### src/rtl/ps2_scan_ctrl.sv
// ps2_scan_ctrl
//   Drains the ps2_keyboard receive FIFO one byte at a time through the
//   ready / nextdata_n handshake. It decodes PS/2 Set-2 E0 (extended) and F0
//   (break) prefixes into single key events, tracks the held key, counts new
//   presses and keeps a sticky FIFO-overflow flag.
//
//   Optional feature macro: PS2_SCAN_REPEAT_EN
//     defined   - a typematic repeat make pulses key_valid (key_down=1)
//     undefined - a repeat make is consumed silently
//
// Ports
//   clk        system clock, rising edge
//   rst        synchronous active-high reset
//   ready      FIFO non-empty
//   data       FIFO head byte, valid while ready=1
//   overflow   FIFO overflow indication
//   nextdata_n active-low pop strobe, low for the single ACK cycle per byte
//   key_code   scan code of the last emitted event
//   key_ext    last event was E0-prefixed
//   key_down   last event was a make (1) or a break (0)
//   key_valid  one-cycle pulse per emitted event
//   key_held   last made key not yet released
//   key_cnt    count of new (non-repeat) make events, wraps
//   err_ovf    sticky overflow flag, cleared only by rst

module ps2_scan_ctrl #(
    parameter int unsigned CNT_W = 8
) (
    input  logic             clk,
    input  logic             rst,
    input  logic             ready,
    input  logic [7:0]       data,
    input  logic             overflow,
    output logic             nextdata_n,
    output logic [7:0]       key_code,
    output logic             key_ext,
    output logic             key_down,
    output logic             key_valid,
    output logic             key_held,
    output logic [CNT_W-1:0] key_cnt,
    output logic             err_ovf
);

    typedef enum logic [1:0] {
        StIdle = 2'd0,
        StAck  = 2'd1,
        StWait = 2'd2
    } state_e;

    state_e state_q, state_d;

    logic [7:0]       byte_q;
    logic             ext_q, ext_d;
    logic             brk_q, brk_d;
    logic [7:0]       code_q, code_d;
    logic             kext_q, kext_d;
    logic             down_q, down_d;
    logic             valid_q, valid_d;
    logic             held_q, held_d;
    logic [7:0]       hcode_q, hcode_d;
    logic             hext_q, hext_d;
    logic [CNT_W-1:0] cnt_q, cnt_d;
    logic             ovf_q, ovf_d;
    logic             match;

    // Event refers to the key currently held down.
    assign match = held_q && (hcode_q == byte_q) && (hext_q == ext_q);

    always_comb begin
        state_d = state_q;
        ext_d   = ext_q;
        brk_d   = brk_q;
        code_d  = code_q;
        kext_d  = kext_q;
        down_d  = down_q;
        valid_d = 1'b0;
        held_d  = held_q;
        hcode_d = hcode_q;
        hext_d  = hext_q;
        cnt_d   = cnt_q;
        ovf_d   = ovf_q | overflow;

        case (state_q)
            StIdle: begin
                if (ready) begin
                    state_d = StAck;
                end
            end
            StAck: begin
                state_d = StWait;
                if (byte_q == 8'hE0) begin
                    ext_d = 1'b1;
                end else if (byte_q == 8'hF0) begin
                    brk_d = 1'b1;
                end else begin
                    ext_d = 1'b0;
                    brk_d = 1'b0;
                    if (brk_q) begin
                        valid_d = 1'b1;
                        code_d  = byte_q;
                        kext_d  = ext_q;
                        down_d  = 1'b0;
                        if (match) begin
                            held_d = 1'b0;
                        end
                    end else if (!match) begin
                        valid_d = 1'b1;
                        code_d  = byte_q;
                        kext_d  = ext_q;
                        down_d  = 1'b1;
                        cnt_d   = cnt_q + CNT_W'(1);
                        held_d  = 1'b1;
                        hcode_d = byte_q;
                        hext_d  = ext_q;
                    end else begin
`ifdef PS2_SCAN_REPEAT_EN
                        valid_d = 1'b1;
                        code_d  = byte_q;
                        kext_d  = ext_q;
                        down_d  = 1'b1;
`endif
                    end
                end
            end
            StWait: begin
                // ready is ignored here while the FIFO read pointer settles.
                state_d = StIdle;
            end
            default: begin
                state_d = StIdle;
            end
        endcase
    end

    always_ff @(posedge clk) begin
        if (rst) begin
            state_q <= StIdle;
            byte_q  <= 8'h00;
            ext_q   <= 1'b0;
            brk_q   <= 1'b0;
            code_q  <= 8'h00;
            kext_q  <= 1'b0;
            down_q  <= 1'b0;
            valid_q <= 1'b0;
            held_q  <= 1'b0;
            hcode_q <= 8'h00;
            hext_q  <= 1'b0;
            cnt_q   <= '0;
            ovf_q   <= 1'b0;
        end else begin
            state_q <= state_d;
            if (state_q == StIdle && ready) begin
                byte_q <= data;
            end
            ext_q   <= ext_d;
            brk_q   <= brk_d;
            code_q  <= code_d;
            kext_q  <= kext_d;
            down_q  <= down_d;
            valid_q <= valid_d;
            held_q  <= held_d;
            hcode_q <= hcode_d;
            hext_q  <= hext_d;
            cnt_q   <= cnt_d;
            ovf_q   <= ovf_d;
        end
    end

    // Gated by rst so no pop is issued in a reset cycle.
    assign nextdata_n = !((state_q == StAck) && !rst);
    assign key_code   = code_q;
    assign key_ext    = kext_q;
    assign key_down   = down_q;
    assign key_valid  = valid_q;
    assign key_held   = held_q;
    assign key_cnt    = cnt_q;
    assign err_ovf    = ovf_q;

endmodule

### config.mk
export PLATFORM = sky130hd
export DESIGN_NAME = ps2_scan_ctrl
export DESIGN_NICKNAME = d
export VERILOG_FILES = /design/src/rtl/ps2_scan_ctrl.sv
export SDC_FILE = /design/constraint.sdc
export NUM_CORES = 1
export LEC_CHECK = 0
export BUFFER_PORTS_ARGS = -buffer_cell sky130_fd_sc_hd__buf_4
export CAP_MARGIN = 0
export CORE_ASPECT_RATIO = 0.8
export CORE_MARGIN = 2
export CORE_UTILIZATION = 41
export CTS_CLUSTER_DIAMETER = 80
export DETAILED_ROUTE_END_ITERATION = 7
export HOLD_SLACK_MARGIN = 0.08
export PLACE_DENSITY_LB_ADDON = 0.15
export SLEW_MARGIN = 30
export SYNTH_ARGS = -nofsm -noshare
export SYNTH_HDL_FRONTEND = slang
export SYNTH_SLANG_ARGS = --single-unit
### constraint.sdc
create_clock -name clk -period 2.9 [get_ports clk]
set_clock_uncertainty 0.1 [all_clocks]
set_input_delay 0.29 -clock clk [delete_from_list [all_inputs] [get_ports clk]]
set_output_delay 0.29 -clock clk [all_outputs]
set_load 0.01 [all_outputs]
* Yosys cells after proc, flatten, opt, wreduce, memory -nomap -nowiden
Index checks and enable logic that the tools add are counted.
Word-level totals: bits in registers 42, input port bits 12, output and inout port bits 22, word-level logic and storage cells 57
Cells by class: $add $sub $neg 1, equality and inequality tests 9, mux-type cells 15, bitwise logic cells 6, reductions and logical operators 13
Operators with widths (number):
- 8-bit equality test (second input constant) | 2
- 8-bit 2-to-1 mux | 2
- 1-bit 2-to-1 mux | 11
- 5-bit AND reduction | 2
- 8-bit by 1-bit adder with 8-bit output (second input constant) | 1
- 8-bit equality test | 1
- 2-bit != test (second input constant) | 3
- 1-bit inverter | 5
- 1-bit logical AND | 4
- 2-bit case mux with 2 select lines | 1
- 2-bit AND reduction | 2
- 4-bit AND reduction | 1
- 4-bit OR reduction | 1
- 2-bit by 1-bit equality test with 1-bit output (second input constant) | 1
- 1-bit logical NOT | 2
- 2-bit logical NOT | 1
- 2-bit 2-to-1 mux | 1
- 2-bit by 1-bit != test with 1-bit output (second input constant) | 1
- 1-bit equality test | 1
- 1-bit OR | 1

* Logic depth before layout (Yosys ltp)
Gate-level depths: netlist of run 1.
depth in word-level cells 5, depth in mapped cells 7, depth with buffers taken out 5

* Worst setup path before layout of run 1
No wires, ideal clock.
kind register to register, start point reg byte_q[3], end point reg hcode_q[1], library setup time 128 ps, data arrival time 1542 ps, required time 2672 ps, path slack 1130 ps, cell stages (with the launch flop) 8, buffers on the path 2, period minus slack after synthesis 1770 ps, cell sequence dfxtp_1 xnor2_1 nand4_1 o31ai_2 buf_6 buf_12 mux2i_1 nor2_1
On the way: longest elaborated chain between the ends 5, elaborated cells on any way between the ends 9, classes of those cells eq/ne: 3; bitwise: 3; reduce/logical: 3
RTL lines:
- start, declared | RTL line 52 | logic [7:0] byte_q;
- start signal, assigned | RTL line 153 | byte_q <= data;
- 8-bit equality test | RTL line 67 | assign match = held_q && (hcode_q == byte_q) && (hext_q == ext_q);
- 1-bit logical AND (2 in a row) | RTL line 67
- 1-bit inverter (no line)
- 5-bit AND reduction (no line) *
- end signal, assigned | RTL line 162 | hcode_q <= hcode_d;
- end, declared | RTL line 60 | logic [7:0] hcode_q, hcode_d;
Mark *: on every way between the ends. The rest lies on a longest branch, timed or not. A chain may end at the register's enable or synchronous reset.

* Worst setup path in the final report of run 1
start point reg byte_q[0], end point reg code_q[6] (netlist: key_code[6])
On the way: longest elaborated chain between the ends 5, elaborated cells on any way between the ends 9, classes of those cells eq/ne: 4; bitwise: 2; reduce/logical: 3
RTL lines:
- 8-bit equality test | RTL line 67
- 1-bit logical AND (2 in a row) | RTL line 67
- 2-bit != test (no line)
- 4-bit AND reduction (no line) *
- end signal, assigned | RTL line 157 | code_q <= code_d;
- end, declared | RTL line 55 | logic [7:0] code_q, code_d;
Marked as above.

==> flow_summary.yaml, run 1 <==
outcome:
  status: "complete, no violations"
sta:
  worst_pin_slew_ns: 0.777
  drv_slew: 0
  setup_violations: 0
  period_share_pct: 84.1
  final.setup.tns_ns: 0
  hold_viol_final: 0
  slew_headroom_pct: 47.6
  clock.fmax_mhz: 410
  min_period_ns: 2.44
  setup_ws_ns: 0.463
  rsz0062_at_grt: "false"
yosys:
  synthCells: 175
  yosysUniqueCellTypes: 28
  syn_area_um2: 1710
  synth_edf_count: 0
  synth_commonest_cells: "dfxtp_1 (42), nor2_1 (35), mux2i_1 (27), a21oi_1 (10), xnor2_1 (9)"
  ys_seq_area_share_pct: 49.2
  ys_ff_latch: 42
  synth_ff_type: "dfxtp_1"
  syn_nets: 188
  avgSynthCellArea_um2: 9.77
  synthArstFlopShare_pct: 0
  yosys.area.top_type: "dfxtp_1"
  yosysWarnings: 0
  synth_top_area_share_pct: 49.2
  synthTopCellsByArea: "dfxtp_1 (49%), mux2i_1 (16%), nor2_1 (7.7%)"
  yosysMostFrequentCell: "dfxtp_1"
worst_setup_path:
  crit_buf_inv: 1
  worst_ep_arrival_time_ns: 2.50
  critPathCaptureType: "flip-flop"
  reg2reg_slack_ns: 0.46
  path_delay_family: "compound AO/OA/AOI/OAI gates"
  r2r-start: "byte_q[0]"
  slowest_delay_ns: 0.79
  criticalPathCategory: "flip-flop to flip-flop"
  required_ns: 2.96
  path_cells: "xnor2_1 -> nand4_1 -> o41ai_2 -> buf_4 -> mux2i_1 -> nor2_1"
  critPathSlowestCell: "o41ai_2"
  worstSetupStartpoint: "byte_q[0]"
  cp_max_fo: 6
  cp-start-kind: "flip-flop"
job:
  drv_cap: 0
floorplan:
  num_rows: 20
  die_w_um: 76.2
  start_util_pct: 43.8
  dieArea_um2: 4710
  core_area_um2: 3900
  io_pins: 34
  dieHeight_um: 61.8
pwr:
  switchingPower_mw: 0.264
  clockPowerShare_pct: 31.2
  switching_share_pct: 24.2
  internal_power_mw: 0.827
  power_frac_comb_pct: 12.1
  powerDensity_nw_per_um2: 524
  irDropWorstVdd_mv: 0.293
  p_seq_share_pct: 56.7
  leakagePower_nw: 0.918
clock_tree:
  root_buffer: "clkbuf_8"
  post_cts_buffers: 0
  cts_tree: "done"
  cts_hold_buf: 0
  cts_sinks: 42
  clk_pin_slew_ns: 0.07
  clockBufferDepth: 2
  ctsHtreeMaxLevel: 2
  insertion_delay_ns: 0.28
  cts_buffers: 5
  cts-resized-gates: 0
layout:
  antenna_cells: 0
  syn_to_final_growth_pct: 21.7
  drive_above_1_share_pct: 21.5
  fin_util_pct: 53.3
  final_nets: 222
global_route:
  grt_max_degree: 43
  grt.overflow.total: 0
  antenna_found_initial: 0
  grt_pass1_wl_um: 5300
  grt_pass1_vias: 1139
  track_usage_pct: 14.4
drt:
  vias: 1279
  wire_per_inst_um: 12.6
  via_per_inst: 4.84
  wl_um: 3320
  drt-initial-drc-count: 77
  drt-pass1-iter-count: 4
  ant_nets: 0
  drc: 0
min_path:
  worstHoldStart: "overflow"
  min-delay-path-class: "input pin to flip-flop"
placement:
  place_congestion: 0.805
  portBuffers: 33
  place_hpwl_um: 2310
  dp_slack_ns: 0.493
==> final timing paths <==
path | end | cells after the start
worst max-delay path | key_code[6] | 6
worst min-delay path | err_ovf | 3
worst max register to register | key_code[6] | 6
worst min register to register | err_ovf | 2
==> cell families (layout without fill, tap and decap cells) <==
family	after synthesis	after routing	share of synthesized area, %
flops	42	42	49.2
xor+xnor	10	10	5.12
mux	27	27	15.8
buf+inv	12	46	4.46
fa+ha+maj	1	1	0.731
compound gates	21	21	7.39
simple gates	62	62	17.3
==> cell usage in the layout, fill, tap and decap left out, drive strengths merged, types with 3 or more instances in the layout <==
cell	instances
nand2b	3
nand4	3
o21ai	7
buf	36
dfxtp	42
or3	7
nand2	4
mux2i	27
xnor2	9
clkbuf	7
nor2	35
nand3	3
inv	3
a21oi	10
==> sequential cells by signal, summed over array words and instances (netlist names), 2 cells and up <==
name,cells
byte_q,8
hcode_q,8
key_cnt,8
key_code,8
state_q,2
==> routing by layer <==
metal	wire length (µm)	GRT usage [%]	part of all wire [%]	vias to the layer above
met5	0	0	0	-
met4	34	4.68	1.0	0
met3	149	4.19	4.5	4
met2	1430	23.3	43	25
met1	1700	19.3	51	589
li1	-	-	-	661
==> power by group through the flow <==
stage	sequential, mW	clock (mW)	combinational [mW]
after CTS	0.620	0.351	0.131
after global placement	0.631	0	0.127
after detailed placement	0.633	0	0.130
after floorplan	0.631	0	0.0884
final	0.619	0.341	0.132
after global routing	0.622	0.379	0.145
==> worst register-to-register path, stage by stage, from the launching register on <==
cell and delay (ns):
dfxtp_1 0.45, xnor2_1 0.16, nand4_1 0.22, o41ai_2 0.79
buf_4 0.31, mux2i_1 0.24, nor2_1 0.05
==> per-stage QoR <==
step / hold WS (ns) / cell area [µm²] / cells / total power, mW
6_report: 0.127 / 2080 / 264 / 1.09
5_1_grt: 0.149 / 2080 / 264 / 1.15
4_1_cts: 0.124 / 2070 / 263 / 1.10
3_5_place_dp: 0.366 / 1990 / 256 / 0.763
3_3_place_gp: 0.347 / 1990 / 256 / 0.759
2_1_floorplan: 0.311 / 1710 / 175 / 0.719
==> final cells by class <==
class | instances | area (µm²)
Fill cell | 377 | 1820
Sequential cell | 42 | 841
Multi-Input combinational cell | 121 | 810
Timing Repair Buffer | 36 | 274
Clock buffer | 7 | 76.3
Tap cell | 55 | 68.8
Inverter | 3 | 11.3
(Power assumes the default switching activity.)
==> run 2, diff against run 1 <==
--- a/config.mk
+++ b/config.mk
@@ -5,6 +5,7 @@
 export SDC_FILE = /design/constraint.sdc
 export NUM_CORES = 1
 export LEC_CHECK = 0
+export ABC_AREA = 1
 export BUFFER_PORTS_ARGS = -buffer_cell sky130_fd_sc_hd__buf_4
 export CAP_MARGIN = 0
 export CORE_ASPECT_RATIO = 0.8
==> constraint.sdc (replaced) <==
create_clock -name clk -period 2 [get_ports clk]
set_clock_uncertainty 0.1 [all_clocks]
set_input_delay 0.2 -clock clk [delete_from_list [all_inputs] [get_ports clk]]
set_output_delay 0.2 -clock clk [all_outputs]
set_load 0.01 [all_outputs]
==> run 2 against run 1 <==
Power increased by 60%. Non-clock buffer count is 3 higher. Sequential cell count did not move. Largest cell class unchanged. First-iteration DRC count up 27%. Largest power group unchanged. Setup slack worse by 0.21 ns. Wire length up 15%.
==> flow_summary.yaml, run 2 <==
pwr:
  p_seq_share_pct: 53.6
  clockPowerShare_pct: 31.5
  switchingPower_mw: 0.467
  leakagePower_nw: 0.954
  internal_power_mw: 1.28
  irDropWorstVdd_mv: 0.357
  power_frac_comb_pct: 14.8
  switching_share_pct: 26.7
  powerDensity_nw_per_um2: 792
floorplan:
  start_util_pct: 42.6
  core_area_um2: 4200
  dieArea_um2: 4920
  num_rows: 21
  io_pins: 34
  dieHeight_um: 63.1
  die_w_um: 77.9
sta:
  hold_ws_ns: 0.0855
  worst_pin_slew_ns: 0.423
  final.setup.tns_ns: 0
  slew_headroom_pct: 71.8
  drv_slew: 0
  setup_violations: 0
  hold_viol_final: 0
  clock.fmax_mhz: 571
  rsz0062_at_grt: "false"
  min_period_ns: 1.75
  period_share_pct: 87.6
worst_setup_path:
  cp-start-kind: "flip-flop"
  crit_buf_inv: 2
  required_ns: 2.12
  criticalPathCategory: "flip-flop to flip-flop"
  path_cells: "inv_1 -> nand2_1 -> nand2_1 -> nor2_1 -> nand2_1 -> nor2_2 -> nand2_2 -> nand2_4 -> buf_4 -> o21ai_0 -> nor2_1"
  cp_max_fo: 9
  worst_ep_arrival_time_ns: 1.87
  critPathSlowestCell: "dfxtp_1"
  path_delay_family: "simple AND/OR/NAND/NOR gates"
  crit_top_cell: "nand2_1"
  critPathCaptureType: "flip-flop"
  slowest_delay_ns: 0.40
drt:
  ant_nets: 0
  drt-initial-drc-count: 98
  drt-pass1-iter-count: 5
  wire_per_inst_um: 11.2
  wl_um: 3800
  drc: 0
  vias: 1580
  via_per_inst: 4.66
layout:
  final_nets: 294
  layout_common_cells: "nor2_1 (56), dfxtp_1 (42), buf_4 (37), nand2_1 (33), o21ai_0 (30)"
  drive_above_1_share_pct: 20.9
  layout_commonest_cell: "nor2_1"
  syn_to_final_growth_pct: 23.1
  antenna_cells: 0
  layout.cells.non_filler: 339
yosys:
  synth_commonest_cells: "nor2_1 (56), dfxtp_1 (42), nand2_1 (34), o21ai_0 (30), inv_1 (20)"
  synthTopCellsByArea: "dfxtp_1 (47%), nor2_1 (12%), o21ai_0 (8.4%)"
  yosysMostFrequentCell: "nor2_1"
  syn_area_um2: 1790
  yosys.area.top_type: "dfxtp_1"
  yosysWarnings: 0
  synth_edf_count: 0
  avgSynthCellArea_um2: 7.37
  synthCells: 243
  synth_top_area_share_pct: 46.9
  yosysUniqueCellTypes: 25
  synth_ff_type: "dfxtp_1"
  synthArstFlopShare_pct: 0
  syn_nets: 256
  ys_seq_area_share_pct: 46.9
  ys_ff_latch: 42
global_route:
  antenna_found_initial: 0
  grt_pass1_wl_um: 6530
  track_usage_pct: 16.6
  grt_max_degree: 28
  grt.overflow.total: 0
  grt_pass1_vias: 1395
placement:
  dpl.cell_count: 329
  portBuffers: 33
  place_hpwl_um: 2760
  place_congestion: 0.838
clock_tree:
  post_cts_buffers: 0
  root_buffer: "clkbuf_8"
  cts_buffers: 5
  insertion_delay_ns: 0.28
  clockBufferDepth: 2
  cts_sinks: 42
  clk_pin_slew_ns: 0.08
  ctsHtreeMaxLevel: 2
  cts_tree: "done"
min_path:
  min-delay-path-class: "input pin to flip-flop"
job:
  drv_cap: 0
outcome:
  status: "complete, no violations"
-- run 2: cell count changes in the layout (fill, tap and decap cells not counted), sizes merged, moves of 3 or more --
cell	change
a21oi	+5
inv	+22
mux2i	-27
nand2	+32
nand2b	-3
nand3	+10
nor2	+23
o21ai	+24
or3	-7
xnor2	-4
-- run 2: path summary, 6_finish.rpt --
check | start | end | slack, ns | cells past startpoint
worst min-delay path | rst | key_cnt[2] | 0.09 | 2
worst max register to register | byte_q[0] | hcode_q[4] | 0.25 | 11
worst max-delay path | byte_q[0] | hcode_q[4] | 0.25 | 11
worst min register to register | err_ovf | err_ovf | 0.37 | 2
-- run 2: repair_timing --
action	in CTS	in global routing
endpoints found under the setup margin	0	4
hold endpoints to repair	2	0
gates resized for setup	0	1
hold buffers	2	0
-- run 2: power groups by stage --
stage / Sequential [mW] / Combinational (mW) / Clock [mW]
2_1_floorplan: 0.955 / 0.163 / 0
3_3_place_gp: 0.956 / 0.257 / 0
3_5_place_dp: 0.957 / 0.256 / 0
4_1_cts: 0.937 / 0.260 / 0.573
5_1_grt: 0.946 / 0.296 / 0.606
6_report: 0.937 / 0.259 / 0.551
-- run 2: final cells by class --
class                           instances  area (µm²)
Fill cell                             419        2000
Sequential cell                        42         841
Multi-Input combinational cell        168         811
Timing Repair Buffer                   39         298
Inverter                               25        93.8
Clock buffer                            7        86.3
Tap cell                               57        71.3
Clock inverter                          1        5.00
-- run 2: cells by family after synthesis --
| logic type | after synthesis | synth area share (%) |
|---|---|---|
| AO/OA/AOI/OAI | 47 | 13.7 |
| XOR/XNOR | 7 | 3.42 |
| adder cells (fa/ha/maj) | 1 | 0.698 |
| buffers and inverters | 33 | 7.96 |
| flip-flops | 42 | 46.9 |
| AND/OR/NAND/NOR | 113 | 27.3 |
-- run 2: layer usage --
metal | GRT usage [%] | up-vias | routed length [µm] | share of wire [%]
met5 | 0 | - | 0 | 0
met4 | 4.61 | 0 | 22 | 0.58
met3 | 4.30 | 2 | 214 | 5.6
met2 | 23.6 | 39 | 1480 | 39
met1 | 24.8 | 688 | 2080 | 55
li1 | - | 851 | - | -
-- run 2: stage by stage --
step	utilization, %	setup slack [ns]	instance area, µm²	power [mW]
final	52.5	0.249	2210	1.75
after global routing	52.5	0.0822	2210	1.85
after CTS	52.4	0.212	2200	1.77
after detailed placement	49.8	0.215	2090	1.21
after global placement	49.8	0.197	2090	1.21
after floorplan	-	0.501	1790	1.12
==> run 3, diff against run 2 <==
==> constraint.sdc (replaced) <==
create_clock -name clk -period 1.7 [get_ports clk]
set_clock_uncertainty 0.1 [all_clocks]
set_input_delay 0.17 -clock clk [delete_from_list [all_inputs] [get_ports clk]]
set_output_delay 0.17 -clock clk [all_outputs]
set_load 0.01 [all_outputs]
==> run 3 against run 2 <==
Critical endpoint is now key_held. Count of clock-buffer cells in the layout down 1. Worst hold slack better by 0.024 ns. Fmax up 12%. Highest routed layer unchanged. Global-route usage up 0.61 points. Setup slack worse by 0.12 ns. Register-to-register slack worse by 0.12 ns. Combinational power up 29%. Power up 18%. Die area unchanged.
==> flow_summary.yaml, run 3 (synthesis results as in run 2) <==
outcome:
  status: "complete, no violations"
worst_setup_path:
  criticalPathCategory: "flip-flop to flip-flop"
  cp-start-kind: "flip-flop"
  cp_max_fo: 7
  required_ns: 1.78
  path_cells: "inv_2 -> nand2_1 -> nand2_1 -> nor2_1 -> nand2_1 -> nor2_2 -> nand2_2 -> buf_4 -> nand2_1 -> nand3_1 -> nand2_1 -> a21oi_1"
  worst_ep_arrival_time_ns: 1.64
  critPathCaptureType: "flip-flop"
  critPathSlowestCell: "dfxtp_1"
  slowest_delay_ns: 0.43
  crit_top_cell: "nand2_1"
sta:
  period_share_pct: 92.2
  slew_headroom_pct: 72.2
  setup_ws_ns: 0.133
  drv_slew: 0
  setup_violations: 0
  worst_pin_slew_ns: 0.416
  min_period_ns: 1.57
  hold_viol_final: 0
  clock.fmax_mhz: 638
pwr:
  finalPower_mw: 2.06
  irDropWorstVdd_mv: 0.535
  leakagePower_nw: 1.00
  powerDensity_nw_per_um2: 885
drt:
  vias: 1597
  via_per_inst: 4.58
  ant_nets: 0
  drc: 0
  drt-pass1-iter-count: 4
  drt-initial-drc-count: 75
  wl_um: 3890
  wire_per_inst_um: 11.2
floorplan:
  core_area_um2: 4200
  start_util_pct: 42.6
  dieHeight_um: 63.1
  io_pins: 34
  dieArea_um2: 4920
  num_rows: 21
  die_w_um: 77.9
global_route:
  grt_pass1_wl_um: 6730
  grt_pass1_vias: 1455
  grt_max_degree: 19
  grt.overflow.total: 0
  track_usage_pct: 17.2
  antenna_found_initial: 0
min_path:
  min-delay-path-class: "input pin to flip-flop"
clock_tree:
  clockBufferDepth: 2
  clk_pin_slew_ns: 0.07
  insertion_delay_ns: 0.28
  ctsHtreeMaxLevel: 2
  root_buffer: "clkbuf_8"
  cts_buffers: 5
  cts_sinks: 42
  cts_tree: "done"
placement:
  dp_slack_ns: 0.000917
  place_congestion: 0.796
  portBuffers: 33
  place_hpwl_um: 2770
layout:
  syn_to_final_growth_pct: 29.7
  layout_commonest_cell: "nor2_1"
  antenna_cells: 0
  drive_above_1_share_pct: 23.6
  final_nets: 306
  layout_common_cells: "nor2_1 (54), buf_4 (41), dfxtp_1 (37), nand2_1 (33), o21ai_0 (29)"
job:
  drv_cap: 0
[run 3: critical path, delay by kind of cell, from the launching register on]
family / cells / cell delay (ns)
and+or+nand+nor: 9 / 0.64
AOI/OAI and AO/OA: 1 / 0.05
buffers and inverters: 2 / 0.23
DFF: 1 / 0.43
[run 3: per-layer routing]
layer / global-route usage [%] / up-vias / wire length, µm
li1: - / 872 / -
met4: 5.92 / 0 / 21
met3: 3.87 / 2 / 178
met5: 0 / - / 0
met2: 24.8 / 29 / 1600
met1: 25.3 / 694 / 2100
[run 3: stage by stage]
step / hold WS (ns) / cell area [µm²] / cells / setup TNS, ns / utilization (%)
finish: 0.109 / 2320 / 349 / 0 / 55.3
global route: 0.136 / 2320 / 349 / -0.00291 / 55.3
CTS: 0.0917 / 2300 / 349 / 0 / 54.8
detailed placement: 0.302 / 2120 / 333 / 0 / 50.5
global placement: 0.292 / 2120 / 333 / -0.0279 / 50.5
floorplan: 0.132 / 1790 / 243 / 0 / -
[run 3: timing repair]
item,CTS,global route
buffers inserted,0,0
gates resized for setup,1,9
pin swaps,0,1
hold buffers,10,0
setup endpoints to repair,3,29
hold endpoints to repair,19,0
[run 3: worst paths after layout]
kind / start / end / slack [ns] / cells past startpoint
worst max-delay path: byte_q[5] / key_held / 0.13 / 12
worst min-delay path: data[5] / byte_q[5] / 0.11 / 3
worst max register to register: byte_q[5] / key_held / 0.13 / 12
worst min register to register: key_down / key_down / 0.37 / 2
[run 3: cell type report]
cell class / count / area [µm²]
Tap cell: 57 / 71.3
Clock buffer: 6 / 82.6
Fill cell: 432 / 1880
Multi-Input combinational cell: 168 / 821
Inverter: 25 / 93.8
Timing Repair Buffer: 51 / 408
Sequential cell: 42 / 847
[run 3: power breakdown]
part	switching, mW	internal [mW]	total (mW)
Combinational	0.182	0.151	0.334
Sequential	0.0541	1.05	1.10
Clock	0.306	0.313	0.619
